## src/rtl/wb_itr_chk_tmr.sv

```systemverilog
// Saturating event timer; hit pulses once when the count reaches LIMIT.
// Latency: hit is registered, high during the cycle the count equals LIMIT for the first time.
// Backpressure: none, passive.
// Ports: clk_i, async_rst_n_i (active-low async), run (count this cycle),
//        clr (return to zero, wins over run), hit (one-cycle pulse).
module wb_itr_chk_tmr #(
    parameter int LIMIT = 255
) (
    input  logic clk_i,
    input  logic async_rst_n_i,
    input  logic run,
    input  logic clr,
    output logic hit
);
    localparam int W = $clog2(LIMIT + 1);

    logic [W-1:0] cnt;

    always_ff @(posedge clk_i or negedge async_rst_n_i) begin
        if (!async_rst_n_i) begin
            cnt <= '0;
            hit <= 1'b0;
        end else begin
            // Pulse only on the transition into LIMIT; holding at LIMIT
            // never re-arms it until a clear.
            hit <= run & ~clr & (cnt == W'(LIMIT - 1));
            if (clr) begin
                cnt <= '0;
            end else if (run && (cnt != W'(LIMIT))) begin
                cnt <= cnt + W'(1);
            end
        end
    end

endmodule

```

## config.mk

```make
export PLATFORM = sky130hd
export DESIGN_NAME = wb_itr_chk_tmr
export DESIGN_NICKNAME = d
export VERILOG_FILES = /design/src/rtl/wb_itr_chk_tmr.sv
export SDC_FILE = /design/constraint.sdc
export NUM_CORES = 1
export LEC_CHECK = 0
export CAP_MARGIN = 20
export CORE_AREA = 2 2 39 41
export CTS_CLUSTER_SIZE = 8
export DETAILED_ROUTE_END_ITERATION = 8
export DIE_AREA = 0 0 41 43
export GPL_TIMING_DRIVEN = 1
export PLACE_DENSITY_LB_ADDON = 0.1
export RECOVER_POWER = 25
export SYNTH_ARGS = -nofsm -noshare
export SYNTH_HDL_FRONTEND = slang
export SYNTH_SLANG_ARGS = --single-unit
```

## constraint.sdc

```tcl
create_clock -name clk_i -period 3.1 [get_ports clk_i]
set_input_delay 0.62 -clock clk_i [delete_from_list [all_inputs] [get_ports clk_i]]
set_output_delay 0.62 -clock clk_i [all_outputs]
set_load 0.01 [all_outputs]
```

==> results of run 1 <==
-- tightest hold or removal path: stages (launching register included) --
cell and delay, ps:
sky130_fd_sc_hd__dfrtp_1 420, sky130_fd_sc_hd__inv_1 70, sky130_fd_sc_hd__a211oi_1 70
-- path summary, 6_finish.rpt --
| path | endpoint | startpoint | cells past startpoint |
|---|---|---|---|
| min in group asynchronous | cnt[4] | async_rst_n_i | 1 |
| worst max-delay path | cnt[5] | run | 4 |
| max in group asynchronous | cnt[0] | async_rst_n_i | 1 |
| worst min-delay path | cnt[7] | cnt[7] | 2 |
| worst min register to register | cnt[7] | cnt[7] | 2 |
| worst max register to register | cnt[5] | cnt[0] | 4 |
-- kinds of logic after synthesis --
kind of cell,synth area share (%)
AOI/OAI and AO/OA,15.53
adders and majority gates,4.854
buffers and inverters,3.639
DFF,43.69
muxes,4.369
and+or+nand+nor,27.91
-- per-layer routing --
layer,wire [um],vias up
li1,-,220
met1,486,198
met2,474,23
met3,66,0
met4,0,0
met5,0,-
-- stage by stage --
| stage | setup slack (ps) | std cells | total power, W |
|---|---|---|---|
| after detailed placement | 1011 | 73 | 0.0001466 |
| after global routing | 1201 | 77 | 0.0002520 |
| final | 1266 | 77 | 0.0002370 |
| after CTS | 1287 | 77 | 0.0002409 |
| after global placement | 1037 | 73 | 0.0001468 |
| after floorplan | 1538 | 54 | 0.0001364 |
-- sequential cells by signal, indices dropped and copies added, names as in the netlist --
name / flops
cnt: 8
hit: 1
-- cell usage after synthesis --
library cell / n / area, sq um
sky130_fd_sc_hd__nand3_2: 1 / 10.01
sky130_fd_sc_hd__a21oi_1: 2 / 10.01
sky130_fd_sc_hd__nand2b_1: 1 / 6.260
sky130_fd_sc_hd__and4_2: 1 / 10.01
sky130_fd_sc_hd__nand4_1: 2 / 12.51
sky130_fd_sc_hd__or3_1: 1 / 6.260
sky130_fd_sc_hd__nor2_1: 3 / 11.26
sky130_fd_sc_hd__o21ai_0: 1 / 5.000
sky130_fd_sc_hd__a31oi_1: 2 / 12.51
sky130_fd_sc_hd__nor2b_1: 1 / 6.260
sky130_fd_sc_hd__nand3_1: 3 / 15.01
sky130_fd_sc_hd__inv_1: 4 / 15.01
sky130_fd_sc_hd__mux2_2: 2 / 22.52
sky130_fd_sc_hd__clkbuf_1: 1 / 3.750
sky130_fd_sc_hd__a211oi_1: 6 / 45.04
sky130_fd_sc_hd__dfrtp_1: 9 / 225.2
sky130_fd_sc_hd__o21bai_1: 1 / 7.510
sky130_fd_sc_hd__nand2_1: 4 / 15.01
sky130_fd_sc_hd__and4_1: 1 / 8.760
sky130_fd_sc_hd__nor4_1: 1 / 6.260
sky130_fd_sc_hd__and3_2: 1 / 7.510
sky130_fd_sc_hd__nor3_1: 2 / 10.01
sky130_fd_sc_hd__ha_1: 2 / 25.02
sky130_fd_sc_hd__and3_1: 1 / 6.260
sky130_fd_sc_hd__and4bb_2: 1 / 12.51
-- power by group --
| part | internal, W | total, W | leakage, nW | switching, W |
|---|---|---|---|---|
| clock network | 0.0000497 | 0.0000930 | 0.0150 | 0.0000433 |
| registers | 0.000120 | 0.000124 | 0.124 | 0.00000434 |
| logic | 0.00000851 | 0.0000196 | 0.101 | 0.0000111 |
| total | 0.000178 | 0.000237 | 0.240 | 0.0000587 |
-- cell type report --
class                      count  area share [%]
timing repair buffer           4           6.695
tap                           16           3.347
clock buffer                   4           4.393
multi-input combinational     40           45.40
inverter                       4           2.510
sequential                     9           37.66
==> results.md, run 1 <==
| Metric | Reported | Unit |
|:---|:---|:---|
| Result of the run | completed | - |
| Rel. slew slack | 71.70 | % |
| CP max FO | 8 | - |
| Root buffer cell | sky130_fd_sc_hd__clkbuf_4 | - |
| Data arrival time of the critical path | 1980 | ps |
| Row Count | 14 | - |
| RSZ-0062 raised after global routing | no | - |
| Number of antenna violations at the first check in global routing | 0 | - |
| Resized cells post-CTS | 0 | - |
| Average wire per standard cell | 13.34 | um |
| Crit-path max cell delay | 620 | ps |
| Count of mapped cells out of synthesis | 54 | - |
| Count of final hold-check violations | 0 | - |
| Total cell area at the placement stage | 571.8 | sq um |
| Worst hold slack | 598.9 | ps |
| Clock tree from TritonCTS | done | - |
| Antenna Cells | 0 | - |
| Routed wire length | 1027 | um |
| Area occupied by registers | 225.2 | sq um |
| Largest net degree at the start of global routing | 12 | - |
| Post-layout util | 43.22 | % |
| Static Leakage | 0.2401 | nW |
| Leading cell types in the layout, fill and taps excluded | sky130_fd_sc_hd__dfrtp_1 (9), sky130_fd_sc_hd__a211oi_1 (6), sky130_fd_sc_hd__inv_1 (4), sky130_fd_sc_hd__nand2_1 (4) | - |
| Sum of net half-perimeters after detailed placement | 684.8 | um |
| Number of buffers added on ports | 4 | - |
| Number of I/O pins | 5 | - |
| Layout overhead on the synthesized area | 16.02 | % |
| Horizontal die dimension | 41 | um |
| Met2 Use GR | 18.75 | % |
| NumNets Final | 68 | - |
| Number of nets in the synthesized netlist | 60 | - |
| Standard cell core area | 1384 | sq um |
| Setup crit end kind | flop | - |
| Warnings from Yosys | 0 | - |
| Slew at the pin with the worst max-slew slack | 423.1 | ps |
| Remaining antenna violation count after routing | 0 | - |
| Worst reg2reg setup slack | 1400 | ps |
| Share of final-layout standard cells stronger than drive strength 1 | 14.75 | % |
| Total die area | 1763 | sq um |
| Required @ worst endpoint | 3250 | ps |
| Maximum level of the CTS H-tree | 1 | - |
| Number of fillers in the final layout | 144 | - |
| Sinks on Clock Net | 9 | - |
| Shortest period the worst path allows | 1834 | ps |
| Vias post-DR | 441 | - |
| Cells along the critical path | clkdlybuf4s50_1, nand3_2, a211oi_1, mux2_2 | - |
| Post-CTS setup-driven buffer insertion count | 0 | - |
| Detailed-route vias per instance | 5.727 | - |
| Floorplan die height | 43 | um |
| Total congestion overflow after global routing | 0 | - |
| Number of unique standard cell types used by synthesis | 25 | - |
| Setup Total Neg Slack | 0 | ps |
| Global placer's final weighted congestion | 0.7626 | - |
| Post-route cell area | 598.1 | sq um |
| Max-Cap Viols | 0 | - |
| Total CTS buffers | 3 | - |
| Highest attainable clock frequency | 0.5452 | GHz |
| # setup viols final | 0 | - |
| Synthesized area | 515.5 | sq um |
| Buffers and inverters on the worst path | 1 | - |
| Total routing resource utilization after global routing | 14.40 | % |
| Crit path launch type | primary input | - |
| Critical path's top delay family | buffers and inverters | - |
| Vias in the first global route | 395 | - |
| Total power divided by cell area | 396.3 | nW/um^2 |
| Path class of the lowest-slack min-delay path | flop to flop | - |
| Number of detailed-route iterations in the first pass | 4 | - |
| Global-route track usage on met3 | 6.283 | % |
| Detailed Route Iter0 Violations | 19 | - |
| Kind of critical path | primary input to flop | - |
| Hold-fix buffers, CTS | 0 | - |
| Worst supply voltage drop on vdd | 0.2180 | mV |
| First-pass GRT wire length | 1697 | um |
| Clk_skew | 3.138 | ps |
| Clock-pin slew on the worst setup and hold paths | 70 | ps |
| Multi-input gate area | 271.5 | sq um |
| Met1 usage | 20.27 | % |
| Flip-flop and latch count after synthesis | 9 | - |
| Clock latency of the later-clocked register in the worst-skew pair | 260 | ps |
| Avg Cell Area, Syn | 9.546 | sq um |
| Effective utilization at floorplan | 37.25 | % |
| Clock Path Buffers | 2 | - |
| Post-route DRC | 0 | - |
| Cell with the biggest individual delay on the critical path | sky130_fd_sc_hd__clkdlybuf4s50_1 | - |
| Busiest grt layer | met1 | - |
| Period utilisation layout | 59.17 | % |
| Register area share after synthesis | 43.69 | % |
| Most frequent standard cell in the layout excluding fill and tap cells | sky130_fd_sc_hd__dfrtp_1 | - |
| Max Transition Viols Final | 0 | - |
Note: power is estimated with default switching activity, not from simulation.
==> inputs of run 2 (changes only) <==
- clock period: 3.1 -> 1.5 ns (I/O delays scaled with it)
==> run 2 against run 1 <==
Net effect:
- clock skew shrank 1.2 ps
- largest power group unchanged
- via count rose by 5.0%
- cell count rose by 7.8%
- setup slack worse by 1200 ps
- first-iteration DRC count decreased by 21%
==> results.md, run 2 (synthesis results as in run 1) <==
| Metric | Reported | Unit |
|:---|:---|:---|
| Root buffer cell | sky130_fd_sc_hd__clkbuf_4 | - |
| Required @ worst endpoint | 1660 | ps |
| CP max FO | 5 | - |
| Effective utilization at floorplan | 37.25 | % |
| Slew at the pin with the worst max-slew slack | 449.3 | ps |
| Detailed Route Iter0 Violations | 15 | - |
| Number of detailed-route iterations in the first pass | 4 | - |
| Sinks on Clock Net | 9 | - |
| Cells along the critical path | ha_4, and3_1, a211oi_2, mux2_2 | - |
| Rel. slew slack | 69.95 | % |
| Post-route DRC | 0 | - |
| Setup Total Neg Slack | 0 | ps |
| Static Leakage | 0.2686 | nW |
| Slack of the critical path | 22.79 | ps |
| Max Transition Viols Final | 0 | - |
| Vias in the first global route | 434 | - |
| Largest net degree at the start of global routing | 10 | - |
| Multi-input gate area | 294.0 | sq um |
| Global placer's final weighted congestion | 0.7204 | - |
| Number of fillers in the final layout | 133 | - |
| Area occupied by registers | 225.2 | sq um |
| Share of final-layout standard cells stronger than drive strength 1 | 26.87 | % |
| Setup crit end kind | flop | - |
| Remaining antenna violation count after routing | 0 | - |
| Final cell count without fillers | 83 | - |
| Total power after layout | 0.0005201 | W |
| Top Registers | cnt: 8 flops, hit: 1 flops | - |
| Path class of the lowest-slack min-delay path | primary input to asynchronous set/reset pin | - |
| Standard cell core area | 1384 | sq um |
| Number of flip-flops under the largest register name | 8 | - |
| NumNets Final | 74 | - |
| Number of antenna violations at the first check in global routing | 0 | - |
| Clock latency of the later-clocked register in the worst-skew pair | 270 | ps |
| Highest attainable clock frequency | 0.6770 | GHz |
| Floorplan die height | 43 | um |
| Total CTS buffers | 3 | - |
| Total cell area at the placement stage | 624.3 | sq um |
| Buffers and inverters on the worst path | 0 | - |
| Row Count | 14 | - |
| Number of buffers added on ports | 4 | - |
| Kind of critical path | flop to flop | - |
| Clock-pin slew on the worst setup and hold paths | 70 | ps |
| Horizontal die dimension | 41 | um |
| Top register by number of flip-flops | cnt | - |
| Worst setup timing slack at the placement stage | -154.7 | ps |
| Average wire per standard cell | 14.41 | um |
| Total power divided by cell area | 781.3 | nW/um^2 |
| Sum of net half-perimeters after detailed placement | 832.9 | um |
| First-pass GRT wire length | 1890 | um |
| Crit-path max cell delay | 420 | ps |
| Dpl cells | 79 | - |
| Most frequent standard cell in the layout excluding fill and tap cells | sky130_fd_sc_hd__dfrtp_1 | - |
| Detailed-route vias per instance | 5.578 | - |
| Worst supply voltage drop on vdd | 0.4433 | mV |
| Clock tree from TritonCTS | done | - |
| Shortest period the worst path allows | 1477 | ps |
| Total congestion overflow after global routing | 0 | - |
| Result of the run | completed | - |
| Clock Path Buffers | 2 | - |
| Antenna Cells | 0 | - |
| Critical path's top delay family | flip-flops | - |
| Maximum level of the CTS H-tree | 1 | - |
| Clk_skew | 1.944 | ps |
| Period utilisation layout | 98.48 | % |
| Total die area | 1763 | sq um |
| Data arrival time of the critical path | 1640 | ps |
| Layout overhead on the synthesized area | 29.13 | % |
| Post-route cell area | 665.6 | sq um |
| Max-Cap Viols | 0 | - |
| Cell with the biggest individual delay on the critical path | sky130_fd_sc_hd__dfrtp_1 | - |
| Routed wire length | 1196 | um |
| Count of final hold-check violations | 0 | - |
| Number of I/O pins | 5 | - |
| Leading cell types in the layout, fill and taps excluded | sky130_fd_sc_hd__dfrtp_1 (9), sky130_fd_sc_hd__buf_4 (6), sky130_fd_sc_hd__a211oi_1 (5) | - |
| # setup viols final | 0 | - |
| Crit path launch type | flop | - |
| Total routing resource utilization after global routing | 17.47 | % |
| Vias post-DR | 463 | - |
[run 2: changes by cell type in the layout (fill, tap and decap cells not counted), sizes merged]
cell	before	now
buf	0	6
[run 2: stage by stage]
step	hold slack (ps)	utilization [%]
finish	404.9	48.10
floorplan	4.409	-
global placement	557.6	45.12
global route	437.5	48.10
CTS	339.0	47.02
detailed placement	570.1	45.12
[run 2: area by class of cell]
cell class / instances / area share, %
repair buffers: 10 / 12.78
flip-flops and latches: 9 / 33.83
well taps: 16 / 3.008
multi-input cells: 40 / 44.17
inverters: 4 / 2.256
clock buffers: 4 / 3.947
[run 2: repair_timing]
item | in CTS | in global routing
resized for setup | 0 | 2
hold buffers | 0 | 0
endpoints found under the hold margin | 0 | 0
buffers inserted | 0 | 0
pin swaps | 1 | 1
endpoints found under the setup margin | 1 | 2
[run 2: path summary, 6_finish.rpt]
check	from	end	slack, ps	depth (start not counted)
min	async_rst_n_i	cnt[4]	400	1
max	cnt[0]	cnt[5]	20	4
max reg2reg	cnt[0]	cnt[5]	20	4
min in group clk_i	cnt[4]	cnt[4]	580	1
max in group asynchronous	async_rst_n_i	cnt[1]	790	1
min reg2reg	cnt[4]	cnt[4]	580	1
[run 2: report_power, final]
group          leakage, nW  total [W]  switching, W  internal, W
clock               0.0150   0.000202     0.0000987     0.000103
combinational        0.130  0.0000627     0.0000319    0.0000309
sequential           0.124   0.000255    0.00000726     0.000248
[run 2: per-layer routing]
layer / vias to the layer above / share of wire [%] / track usage, %
met5: - / 0 / 0
met4: 0 / 3.9 / 16.00
met3: 4 / 3.3 / 6.283
met2: 8 / 44 / 22.19
met1: 222 / 48 / 21.64
li1: 229 / - / -
==> inputs of run 3 (changes only) <==
- CAP_MARGIN: 20 -> default
- clock period: 1.5 -> 1.4 ns (I/O delays scaled with it)
==> run 3 against run 2 <==
Net effect:
- the flow now finishes with violations (negative setup slack)
- clock-buffer cell count did not move
- cell count is 6.0% higher
- sequential power grew 7%
==> results.md, run 3 (synthesis results as in run 1) <==
| Metric | Reported | Unit |
|:---|:---|:---|
| Worst supply voltage drop on vdd | 0.5674 | mV |
| Leading cell types in the layout, fill and taps excluded | sky130_fd_sc_hd__buf_4 (11), sky130_fd_sc_hd__dfrtp_1 (8), sky130_fd_sc_hd__inv_1 (4), sky130_fd_sc_hd__nand2_1 (4) | - |
| Startpoint of the worst setup timing path | cnt[0] | - |
| Average wire per standard cell | 12.80 | um |
| Failing checks | negative setup slack | - |
| Post-route cell area | 730.7 | sq um |
| Share of final-layout standard cells stronger than drive strength 1 | 36.11 | % |
| Result of the run | finished, violations left | - |
| Busiest grt layer | met2 | - |
| Number of antenna violations at the first check in global routing | 0 | - |
| # setup viols final | 1 | - |
| Setup crit end kind | flop | - |
| Cells along the critical path | ha_4, and3_4, a211oi_4, mux2_4 | - |
| Number of fillers in the final layout | 128 | - |
| Total cell area at the placement stage | 670.6 | sq um |
| Number of flip-flops under the largest register name | 8 | - |
| Clk_skew | 2.430 | ps |
| Static Leakage | 0.3241 | nW |
| Highest attainable clock frequency | 0.6967 | GHz |
| RR Startpoint | cnt[0] | - |
| Row Count | 14 | - |
| Largest net degree at the start of global routing | 10 | - |
| Vias in the first global route | 459 | - |
| Remaining antenna violation count after routing | 0 | - |
| Antenna Cells | 0 | - |
| Total CTS buffers | 3 | - |
| Rel. slew slack | 70.49 | % |
| Root buffer cell | sky130_fd_sc_hd__clkbuf_4 | - |
| Post-CTS setup-driven buffer insertion count | 0 | - |
| Number of detailed-route iterations in the first pass | 4 | - |
| Clock Path Buffers | 2 | - |
| Clock-pin slew on the worst setup and hold paths | 70 | ps |
| Routed wire length | 1126 | um |
| Kind of critical path | flop to flop | - |
| Slack of the critical path | -35.41 | ps |
| Met2 Use GR | 23.75 | % |
| Shortest period the worst path allows | 1435 | ps |
| Slew at the pin with the worst max-slew slack | 441.2 | ps |
| Clock latency of the later-clocked register in the worst-skew pair | 260 | ps |
| Max-Cap Viols | 0 | - |
| First-pass GRT wire length | 1876 | um |
| Vias post-DR | 473 | - |
| Required @ worst endpoint | 1540 | ps |
| Floorplan die height | 43 | um |
| NumNets Final | 79 | - |
| Total routing resource utilization after global routing | 15.74 | % |
| Worst hold slack | 398.5 | ps |
| Total die area | 1763 | sq um |
| Most frequent standard cell in the layout excluding fill and tap cells | sky130_fd_sc_hd__buf_4 | - |
| Data arrival time of the critical path | 1580 | ps |
| Clock tree from TritonCTS | done | - |
| Total congestion overflow after global routing | 0 | - |
| Detailed Route Iter0 Violations | 7 | - |
| RSZ-0062 raised after global routing | yes | - |
| Cell with the biggest individual delay on the critical path | sky130_fd_sc_hd__dfrtp_1 | - |
| CP max FO | 7 | - |
| Effective utilization at floorplan | 37.25 | % |
| Detailed-route vias per instance | 5.375 | - |
| Layout overhead on the synthesized area | 41.75 | % |
| Max Transition Viols Final | 0 | - |
| Total power divided by cell area | 752.3 | nW/um^2 |
| Post-route DRC | 0 | - |
| Horizontal die dimension | 41 | um |
| Period utilisation layout | 102.5 | % |
| Critical path's top delay family | flip-flops | - |
| Number of buffers added on ports | 4 | - |
| Number of I/O pins | 5 | - |
| Standard cell core area | 1384 | sq um |
| Crit path launch type | flop | - |
| Path class of the lowest-slack min-delay path | primary input to asynchronous set/reset pin | - |
| Maximum level of the CTS H-tree | 1 | - |
| Global placer's final weighted congestion | 0.7769 | - |
| Sum of net half-perimeters after detailed placement | 839.4 | um |
| Met1 usage | 20.26 | % |
| Sinks on Clock Net | 9 | - |
| Crit-path max cell delay | 410 | ps |
| Global-route track usage on met3 | 4.712 | % |
| Top register by number of flip-flops | cnt | - |
| Count of final hold-check violations | 0 | - |
| Buffers and inverters on the worst path | 0 | - |
| Top Registers | cnt: 8 flops, hit: 1 flops | - |
==> run 3: changes by cell type in the layout (fill, tap and decap cells not counted), sizes merged <==
cell	previous run	this run
buf	6	11
clkdlybuf4s50	3	1
dlymetal6s2s	0	2
==> run 3: worst reg2reg max path: stages, from the launching register on <==
cell                       delay (ps)
sky130_fd_sc_hd__dfrtp_1          410
sky130_fd_sc_hd__ha_4             200
sky130_fd_sc_hd__and3_4           190
sky130_fd_sc_hd__a211oi_4         210
sky130_fd_sc_hd__mux2_4           310
==> run 3: routing by layer <==
metal | up-vias | share of wire, %
met5 | - | 0
met4 | 0 | 0.89
met3 | 2 | 4.6
met2 | 12 | 46
met1 | 221 | 48
li1 | 238 | -
==> run 3: through the flow <==
| step | util, % | power, W | setup slack (ps) | cells | TNS, ps |
|---|---|---|---|---|---|
| 6_report | 52.80 | 0.0005497 | -35.41 | 88 | -35.41 |
| 5_1_grt | 52.80 | 0.0005838 | -64.66 | 88 | -67.59 |
| 4_1_cts | 51.09 | 0.0005587 | -41.10 | 88 | -41.10 |
| 3_5_place_dp | 48.46 | 0.0003455 | -229.6 | 84 | -950.5 |
| 3_3_place_gp | 48.46 | 0.0003451 | -207.5 | 84 | -826.9 |
| 2_1_floorplan | - | 0.0003030 | -31.55 | 54 | -31.55 |
==> run 3: what timing repair did <==
action                                  in CTS  in global routing
hold endpoints to repair                     0                  0
endpoints found under the setup margin       2                  5
gates resized for setup                      1                  7
hold buffers                                 0                  0
==> run 3: worst paths after layout <==
| kind | to | slack [ps] | cells past startpoint |
|---|---|---|---|
| min in group clk_i | hit | 460 | 4 |
| min reg2reg | cnt[7] | 590 | 2 |
| max in group asynchronous | cnt[2] | 670 | 1 |
| max | cnt[5] | -40 | 4 |
| min | hit | 400 | 1 |
| max reg2reg | cnt[5] | -40 | 4 |
==> run 3: area by class of cell <==
type / count / area (sq um) / area share (%)
Clock buffer: 4 / 26.28 / 3.596
Multi-Input combinational cell: 40 / 315.3 / 43.15
Inverter: 4 / 15.01 / 2.055
Timing Repair Buffer: 15 / 127.6 / 17.47
Tap cell: 16 / 20.02 / 2.740
Sequential cell: 9 / 226.5 / 30.99
==> run 3: where the power goes <==
group          switching [W]  internal (W)
clock network      0.0000938      0.000110
registers         0.00000679      0.000266
logic              0.0000364     0.0000368
